===== config.mk =====
export PLATFORM = sky130hd
export DESIGN_NAME = seg_scan_ctrl
export DESIGN_NICKNAME = d
export VERILOG_FILES = /design/src/rtl/seg_scan_ctrl.sv
export SDC_FILE = /design/constraint.sdc
export NUM_CORES = 1
export LEC_CHECK = 0
export ABC_AREA = 1
export BUFFER_PORTS_ARGS = -buffer_cell sky130_fd_sc_hd__buf_2
export CAP_MARGIN = 20
export CELL_PAD_IN_SITES_DETAIL_PLACEMENT = 1
export CELL_PAD_IN_SITES_GLOBAL_PLACEMENT = 1
export CORE_ASPECT_RATIO = 0.9
export CORE_UTILIZATION = 35
export DETAILED_ROUTE_END_ITERATION = 6
export GPL_ROUTABILITY_DRIVEN = 1
export HOLD_SLACK_MARGIN = 0.05
export MAX_ROUTING_LAYER = met4
export PLACE_DENSITY = 0.65
export SYNTH_ARGS = -nofsm -noshare
export SYNTH_HDL_FRONTEND = slang
export SYNTH_SLANG_ARGS = --single-unit

===== constraint.sdc =====
create_clock -name clk -period 4.5 [get_ports clk]
set_clock_uncertainty 0.2 [all_clocks]
set_input_delay 0.9 -clock clk [delete_from_list [all_inputs] [get_ports clk]]
set_output_delay 0.9 -clock clk [all_outputs]
set_load 0.005 [all_outputs]

===== src/rtl/seg_scan_ctrl.sv =====
// Multiplexed seven-segment scan controller: double-buffered value, blanking gap between digits.
// Optional leading-zero blanking when SEG_SCAN_LZB_EN is defined.
module seg_scan_ctrl #(
  parameter int DIGITS    = 4,
  parameter int SCAN_DIV  = 50000,
  parameter int BLANK_CYC = 16
) (
  input  logic                  clk,
  input  logic                  rst,
  input  logic [4*DIGITS-1:0]   value,
  input  logic [DIGITS-1:0]     dp_mask,
  input  logic                  load,
  output logic [3:0]            symbol,
  output logic                  dp,
  output logic [DIGITS-1:0]     COM
);

  localparam int CNT_MAX = (SCAN_DIV > BLANK_CYC) ? SCAN_DIV : BLANK_CYC;
  localparam int CNT_W   = $clog2(CNT_MAX + 1);
  localparam int IDX_W   = $clog2(DIGITS);

  typedef enum logic {ST_BLANK, ST_SHOW} state_t;

  state_t                r_state, w_state_nxt;
  logic [CNT_W-1:0]      r_cnt, w_cnt_nxt;
  logic [IDX_W-1:0]      r_idx, w_idx_nxt;
  logic [4*DIGITS-1:0]   r_pend_val, r_act_val, w_act_val_nxt;
  logic [DIGITS-1:0]     r_pend_dp, r_act_dp, w_act_dp_nxt;
  logic [3:0]            w_sym_nxt;
  logic                  w_dp_nxt;
  logic [DIGITS-1:0]     w_com_nxt;
  logic [DIGITS-1:0]     w_onehot;
  logic [DIGITS-1:0]     w_supp;
  logic                  w_blank_done, w_show_done, w_frame_end;

  assign w_blank_done = (r_cnt == CNT_W'(BLANK_CYC - 1));
  assign w_show_done  = (r_cnt == CNT_W'(SCAN_DIV - 1));
  assign w_frame_end  = (r_state == ST_SHOW) && w_show_done && (r_idx == IDX_W'(DIGITS - 1));
  assign w_onehot     = {{(DIGITS-1){1'b0}}, 1'b1} << r_idx;

`ifdef SEG_SCAN_LZB_EN
  // A digit is suppressed when it and every more-significant digit carry neither value nor dp.
  always_comb begin
    logic v_zero;
    v_zero = 1'b1;
    w_supp = '0;
    for (int i = DIGITS - 1; i >= 1; i--) begin
      v_zero    = v_zero && (r_act_val[4*i +: 4] == 4'h0) && !r_act_dp[i];
      w_supp[i] = v_zero;
    end
  end
`else
  assign w_supp = '0;
`endif

  always_comb begin
    w_state_nxt   = r_state;
    w_cnt_nxt     = r_cnt + 1'b1;
    w_idx_nxt     = r_idx;
    w_com_nxt     = '0;
    w_sym_nxt     = symbol;
    w_dp_nxt      = dp;
    w_act_val_nxt = r_act_val;
    w_act_dp_nxt  = r_act_dp;

    // A load landing on the boundary bypasses the pending buffer so it is not a frame late.
    if (w_frame_end) begin
      w_act_val_nxt = load ? value   : r_pend_val;
      w_act_dp_nxt  = load ? dp_mask : r_pend_dp;
    end

    case (r_state)
      ST_BLANK: begin
        if (w_blank_done) begin
          w_state_nxt = ST_SHOW;
          w_cnt_nxt   = '0;
          w_com_nxt   = w_onehot & ~w_supp;
        end
      end
      ST_SHOW: begin
        if (w_show_done) begin
          w_state_nxt = ST_BLANK;
          w_cnt_nxt   = '0;
          w_idx_nxt   = (r_idx == IDX_W'(DIGITS - 1)) ? '0 : r_idx + 1'b1;
          w_sym_nxt   = w_act_val_nxt[{w_idx_nxt, 2'b00} +: 4];
          w_dp_nxt    = w_act_dp_nxt[w_idx_nxt];
        end else begin
          w_com_nxt   = w_onehot & ~w_supp;
        end
      end
      default: begin
        w_state_nxt = ST_BLANK;
        w_cnt_nxt   = '0;
      end
    endcase
  end

  always_ff @(posedge clk or posedge rst) begin
    if (rst) begin
      r_state    <= ST_BLANK;
      r_cnt      <= '0;
      r_idx      <= '0;
      r_pend_val <= '0;
      r_pend_dp  <= '0;
      r_act_val  <= '0;
      r_act_dp   <= '0;
      symbol     <= 4'h0;
      dp         <= 1'b0;
      COM        <= '0;
    end else begin
      r_state   <= w_state_nxt;
      r_cnt     <= w_cnt_nxt;
      r_idx     <= w_idx_nxt;
      if (load) begin
        r_pend_val <= value;
        r_pend_dp  <= dp_mask;
      end
      r_act_val <= w_act_val_nxt;
      r_act_dp  <= w_act_dp_nxt;
      symbol    <= w_sym_nxt;
      dp        <= w_dp_nxt;
      COM       <= w_com_nxt;
    end
  end

endmodule

Word level (Yosys, flattened, before mapping). Index checks and enable logic that the tools add are counted.

Flip-flop bits (word level): 68. Latch bits: 0. RAM bits: 0. Bits in read-only memories: 0. Word-level logic and storage cells: 38. Memories kept: 0.

Add/sub/neg operators: 2. Multipliers: 0. Div/mod/pow operators: 0. Magnitude comparators: 1. Equal/unequal tests: 3. Shift-type cells: 2. Multiplexer cells: 16. Bitwise logic cells: 1. Reduce and logical (&&, ||, !) cells: 3.

Operators by type and width (number): $mux W16 (4); $pmux W16 S2 (1); $add A16 B1 Y16 const B (1); $eq A16 B16 Y1 const B (1); $eq A16 B4 Y1 const B (1); $mux W4 (4); $shiftx A16 B5 Y4 (1); $pmux W4 S2 (1); $shl A1 B2 Y4 const A (1); $lt A2 B3 Y1 const B (1); $mux W1 (3); $add A2 B1 Y2 const B (1); $bmux W1 S2 (1); $eq A2 B2 Y1 const B (1); $logic_and A1 B1 Y1 (2); $mux W2 (1); $pmux W1 S2 (1); $reduce_and A2 Y1 (1); $not A1 Y1 (1).

Longest topological paths before layout. Gate-level depths: netlist of run 1.

Depth in word-level cells: 6. Mapped depth: 12. Depth with buffers taken out: 11.

Worst setup path after synthesis of run 1. OpenSTA, ideal clock, no wires.

Kind: input port to flip-flop. Start: input port load. End: register dp. Arrival: 1.740 ns. Required time: 4.235 ns. Slack: 2.495 ns. Cell stages on the path: 10. Path buffers: 1. Cells stage by stage: inv_1 > clkbuf_1 > nand2_1 > nand2_1 > nand4_1 > nand3_1 > nand2_1 > nand2_1 > nand2_1 > nand2_1.

Word-level cells in the longest chain between the ends: 4.

Ends and longest elaborated chain: start: declaration (line 12) `input logic load,`; $mux W4; $mux W4 (line 67) `if (w_frame_end) begin`; $bmux W1 S2 (line 86) `w_dp_nxt = w_act_dp_nxt[w_idx_nxt];`; $mux W1 (not written as such) (line 86); end signal: assignment (line 121) `dp <= w_dp_nxt;`; end: declaration (line 14) `output logic dp,`.

Every way passes these cells. The select of a mux whose other input is x is not followed. A chain may end at the register's enable or synchronous reset.

Worst setup path in the final report of run 1.
Start: input port load. End: register symbol[0].

Word-level cells in the longest chain between the ends: 3.

Ends and longest elaborated chain: $mux W16; $mux W16 (line 67); $shiftx A16 B5 Y4 (line 85) `w_sym_nxt = w_act_val_nxt[{w_idx_nxt, 2'b00} +: 4];`; end signal: assignment (line 120) `symbol <= w_sym_nxt;`; end: declaration (line 13) `output logic [3:0] symbol,`.

Every way passes these cells.

==> results of run 1 <==
-- path summary, 6_finish.rpt --
check / slack, ps / cells past startpoint / end
setup / recovery: 2200 / 10 / symbol[0]
hold / removal: 260 / 1 / r_cnt[0]
setup reg to reg: 2220 / 8 / symbol[3]
hold reg to reg: 260 / 1 / r_cnt[0]
max in group asynchronous: 2600 / 3 / r_pend_dp[2]
min in group asynchronous: 580 / 2 / r_cnt[0]
-- critical path: stages --
cell and delay [ps]:
buf_2 220, inv_1 470, nand2_1 110, nand2_1 120, nand4_1 160, nand3_1 140
nand2_1 60, nand2_1 70, nand2_1 50, nand2_1 70
-- cells in the mapped netlist --
library cell and n:
nand4_1 12, nor4_1 3, inv_2 6, buf_6 1, nand3_2 1, buf_2 2
o21ai_0 14, o31ai_1 1, dfrtp_1 68, nor3_1 6, xor2_1 6, nand3_4 1
nor2_8 1, nor2_1 23, or2_2 10, nand2_1 115, a31oi_1 1, nand2_2 6
nor2_2 1, o21ai_1 11, clkinv_1 1, nand3_1 21, nor3b_1 2, inv_1 50
nor2_4 3, nor3_2 1, clkbuf_1 7, a21oi_1 3, nand3b_1 10, o21ai_2 1
ha_1 5
-- cell families after synthesis --
family,count (synthesis),share of synthesized area [%]
AO/OA/AOI/OAI,31,4.97
XOR/XNOR,6,1.60
adder cells (fa/ha/maj),5,1.91
buffers and inverters,67,7.98
flip-flops,68,51.9
AND/OR/NAND/NOR,216,31.6
-- layer usage --
| metal | wire (µm) | track usage [%] |
|---|---|---|
| met5 | 0 | - |
| met3 | 266 | 3.95 |
| met1 | 4040 | 25.1 |
| met4 | 53 | 3.93 |
| met2 | 3680 | 29.1 |
-- registers in the layout, indices dropped and copies added (netlist names) --
signal,count
dp,1
symbol,4
r_cnt,16
r_pend_dp,4
r_pend_val,16
COM,4
r_act_dp,4
r_act_val,16
r_idx,2
r_state,1
-- power breakdown --
group          internal, mW  switching [mW]  total (mW)
registers             0.627         0.00465       0.631
clock network         0.195           0.217       0.412
logic                0.0166          0.0363      0.0529
-- area by class of cell --
class / count / area (µm²) / area share, %
Multi-Input combinational cell: 258 / 1310 / 35.5
Timing Repair Buffer: 32 / 163 / 4.40
Sequential cell: 68 / 1700 / 46.1
Inverter: 57 / 214 / 5.79
Clock buffer: 12 / 135 / 3.66
Tap cell: 122 / 153 / 4.13
Clock inverter: 3 / 15.0 / 0.407
==> flow_summary.toml, run 1 <==
[status]
outcome = "completed"

[setup_path]
crit_type = "input port to flip-flop"
crit_path_max_fanout = 21
critPathCaptureType = "flip-flop"
start_kind = "input port"
crit_start = "load"
critPathArrivalTime_ps = 2380
critPathRequiredTime_ps = 4580
rr_startpoint = "r_idx[0]"

[finish]
final_common_cell = "nand2_1"
layout.cells.non_filler = 552
drive_gt1_share_pct = 17.7
fin_area_um2 = 3690
layout_common_cells = "115 x nand2_1, 68 x dfrtp_1, 49 x inv_1"
utilization_pct = 40.7
syn2layout_area_growth_pct = 12.8
nFillCells = 1128
diodes = 0
fin_nets = 454

[pwr]
leakagePower_nw = 1.85
peakVddDrop_mv = 0.159
power.density_nw_per_um2 = 297
power_mw = 1.10

[clocking]
cts_buffers = 9
cts_setup_buffers = 0
clkTransAtPathRegs_ps = 70
cts.hold.buffers_added = 0
cts.htree.levels = 3
cts_tree = "built"
ctsResizeCount = 0
clk_path_buf_depth = 2
root_buffer = "clkbuf_8"
cts.sinks = 68
clk_latency_ps = 330

[timing]
fin_ws_ps = 2200
fmaxAchievable_mhz = 434
fin_hold_ws_ps = 261
worst_pin_slew_ps = 955
slew_headroom_pct = 36.2
min_period_over_period_pct = 51.2
finalHoldViolCount = 0
fin_crit_ps = 2300
setup_viol = 0
slew_viol_final = 0
rsz0062_at_grt = "no"
fin_setup_tns_ps = 0

[placement]
dp_slack_ps = 1790
gp_congestion = 0.788
dp_cells = 537
io_buffers = 31
dp_hpwl_mm = 5.91
postPlaceCellArea_um2 = 3540

[logic_synthesis]
synthDistinctLibCells = 31
syn-num-nets = 421
yosys.area.top_type = "dfrtp_1"
synth_seq_area_share_pct = 51.9
avgSynthCellArea_um2 = 8.33
synth_top_area_share_pct = 51.9
synth.area.top_cells = "dfrtp_1 52%, nand2_1 13%, inv_1 5.7%, nand3_1 3.2%, nor2_1 2.6%"
syn-instance-count = 393
syn-cell-area_um2 = 3280
yosys_warnings = 0
yosys_register_bits = 68

[drt]
drcViolationCount = 0
vias = 2677
routedWlPerCell_um = 14.6
drt_iter0_drc = 68
ant_nets = 0
drt_pre_antenna_iters = 4
routed_via_density = 4.85
finalWirelength_mm = 8.04

[global_routing]
grt_pass1_wl_mm = 13.8
grt_max_degree = 44
grt_overflow = 0
grtUsageTotal_pct = 18.6
grt_pass1_vias = 2781
antenna_found_initial = 0

[floorplan]
ios = 32
rows = 33
dieArea_um2 = 9750
start_util_pct = 36.1
die_x_um = 104
die_y_um = 93.8
core_area_um2 = 9080

[worst_hold_path]
hold_start = "r_cnt[0]"
hold_class = "flip-flop to flip-flop"

[flow_run]
maxCapViolCount = 0
Power figures use the tool's default switching activity.
==> run 2, diff against run 1 <==
--- a/config.mk
+++ b/config.mk
@@ -16,7 +16,7 @@
 export GPL_ROUTABILITY_DRIVEN = 1
 export HOLD_SLACK_MARGIN = 0.05
 export MAX_ROUTING_LAYER = met4
-export PLACE_DENSITY = 0.65
+export PLACE_DENSITY = 0.67
 export SYNTH_ARGS = -nofsm -noshare
 export SYNTH_HDL_FRONTEND = slang
 export SYNTH_SLANG_ARGS = --single-unit
==> constraint.sdc (replaced) <==
create_clock -name clk -period 2 [get_ports clk]
set_clock_uncertainty 0.2 [all_clocks]
set_input_delay 0.4 -clock clk [delete_from_list [all_inputs] [get_ports clk]]
set_output_delay 0.4 -clock clk [all_outputs]
set_load 0.005 [all_outputs]
==> run 2 against run 1 <==
Net effect: die area did not move; final area increased by 7.1%; sequential share of layout area shrank 3.0 points; largest power group unchanged; critical endpoint is now symbol[2]; count of clock-buffer cells in the layout unchanged; non-clock buffer count is 20 higher; via count is 1.0% lower; flip-flop and latch count is the same.
==> flow_summary.toml, run 2 (synthesis gave the netlist of run 1 again) <==
[global_routing]
grt_max_degree = 21
grt_pass1_vias = 2738
grtUsageTotal_pct = 17.8
grt_pass1_wl_mm = 13.2
antenna_found_initial = 0
grt_overflow = 0

[pwr]
p_switching_uw = 598
combPwrFrac_pct = 4.7
clock_power_share_pct = 44.5
sequentialPowerShare_pct = 50.8
power.density_nw_per_um2 = 706
peakVddDrop_mv = 0.344
leakagePower_nw = 1.98
p_int_mw = 2.20
swShare_pct = 21.4
power_mw = 2.79

[finish]
fin_nets = 474
top_regs = "r_act_val x16, r_cnt x16, r_pend_val x16"
diodes = 0
drive_gt1_share_pct = 22.6
nFillCells = 1128
syn2layout_area_growth_pct = 20.8
layout_common_cells = "115 x nand2_1, 67 x dfrtp_1, 49 x inv_1"
final_common_cell = "nand2_1"

[drt]
finalWirelength_mm = 7.73
ant_nets = 0
drt_pre_antenna_iters = 4
vias = 2649
drcViolationCount = 0
routedWlPerCell_um = 13.5
drt_iter0_drc = 64
routed_via_density = 4.62

[clocking]
clk_latency_ps = 340
cts.htree.levels = 3
clkTransAtPathRegs_ps = 70
cts.sinks = 68
cts_buffers = 9
clk_path_buf_depth = 2
cts_tree = "built"
root_buffer = "clkbuf_8"

[setup_path]
path_cells = "inv_2 -> nand2_1 -> nor2_1 -> nand3_1 -> nor2_4 -> buf_4 -> nand4_1 -> nand2_1 -> inv_1 -> nand2_1 -> a21oi_1"
crit_top_cell = "nand2_1"
cpPeakStageDelay_ps = 480
crit_start = "r_cnt[7]"
path_buf_inv = 3
critPathCaptureType = "flip-flop"
critPathArrivalTime_ps = 1860
critPathTopFamily = "simple AND/OR/NAND/NOR gates"
start_kind = "flip-flop"
critPathRequiredTime_ps = 2030
crit_slowest_cell = "dfrtp_1"
rr_startpoint = "r_cnt[7]"
crit_type = "flip-flop to flip-flop"
crit_path_max_fanout = 6

[placement]
gp_congestion = 0.833
io_buffers = 31
dp_hpwl_mm = 5.85

[timing]
fin_crit_ps = 1830
finalHoldViolCount = 0
min_period_over_period_pct = 91.7
fin_setup_tns_ps = 0
worst_pin_slew_ps = 481
setup_viol = 0
slew_viol_final = 0
slew_headroom_pct = 67.9
fmaxAchievable_mhz = 545

[floorplan]
rows = 33
core_area_um2 = 9080
dieArea_um2 = 9750
die_x_um = 104
ios = 32
start_util_pct = 36.1
die_y_um = 93.8

[status]
outcome = "completed"

[flow_run]
maxCapViolCount = 0

[worst_hold_path]
hold_start = "value[9]"
hold_class = "input port to flip-flop"
## run 2: cell type report
class	count	area (µm²)	share of cell area [%]
Tap cell	122	153	3.86
Sequential cell	68	1700	43.0
Timing Repair Buffer	52	328	8.28
Multi-Input combinational cell	258	1340	33.8
Clock inverter	4	72.6	1.83
Clock buffer	12	145	3.67
Inverter	57	218	5.50
## run 2: path summary, 6_finish.rpt
| path | to | cells after the start | slack [ps] |
|---|---|---|---|
| max in group asynchronous | r_cnt[2] | 4 | 570 |
| max reg2reg | symbol[2] | 11 | 170 |
| min | r_pend_val[9] | 3 | 110 |
| max | symbol[2] | 11 | 170 |
| min in group asynchronous | COM[3] | 3 | 430 |
| min reg2reg | r_cnt[0] | 1 | 270 |
## run 2: timing repair
item | 4_1_cts | 5_1_grt
setup endpoints to repair | 0 | 24
endpoints found under the hold margin | 15 | 0
resized for setup | 0 | 7
hold buffers | 1 | 0
setup buffers | 0 | 3
## run 2: worst min-delay path, cell delays in order
cell     delay, ps
buf_2           80
nand2_1         40
nand2_1         80
## run 2: power by group through the flow
stage	clock network [mW]	registers, mW	logic [mW]
finish	1.24	1.42	0.131
detailed placement	0	1.45	0.136
floorplan	0	1.44	0.0717
global route	1.34	1.42	0.154
global placement	0	1.44	0.131
CTS	1.29	1.42	0.138
## run 2: metal layers
| layer | up-vias | global-route usage [%] | routed length [µm] |
|---|---|---|---|
| met3 | 11 | 4.09 | 219 |
| met5 | - | - | 0 |
| met1 | 1267 | 23.1 | 3800 |
| li1 | 1339 | - | - |
| met4 | 0 | 5.00 | 119 |
| met2 | 32 | 28.2 | 3590 |
## run 2: through the flow
step	setup slack, ps	cell area (µm²)	utilization, %	hold WS [ps]	instances
finish	165	3960	43.6	106	573
global route	-16.9	3960	43.6	109	573
CTS	59.4	3910	43.0	95.7	570
detailed placement	77.7	3680	40.5	258	553
global placement	134	3680	40.5	243	553
floorplan	228	3280	-	233	393
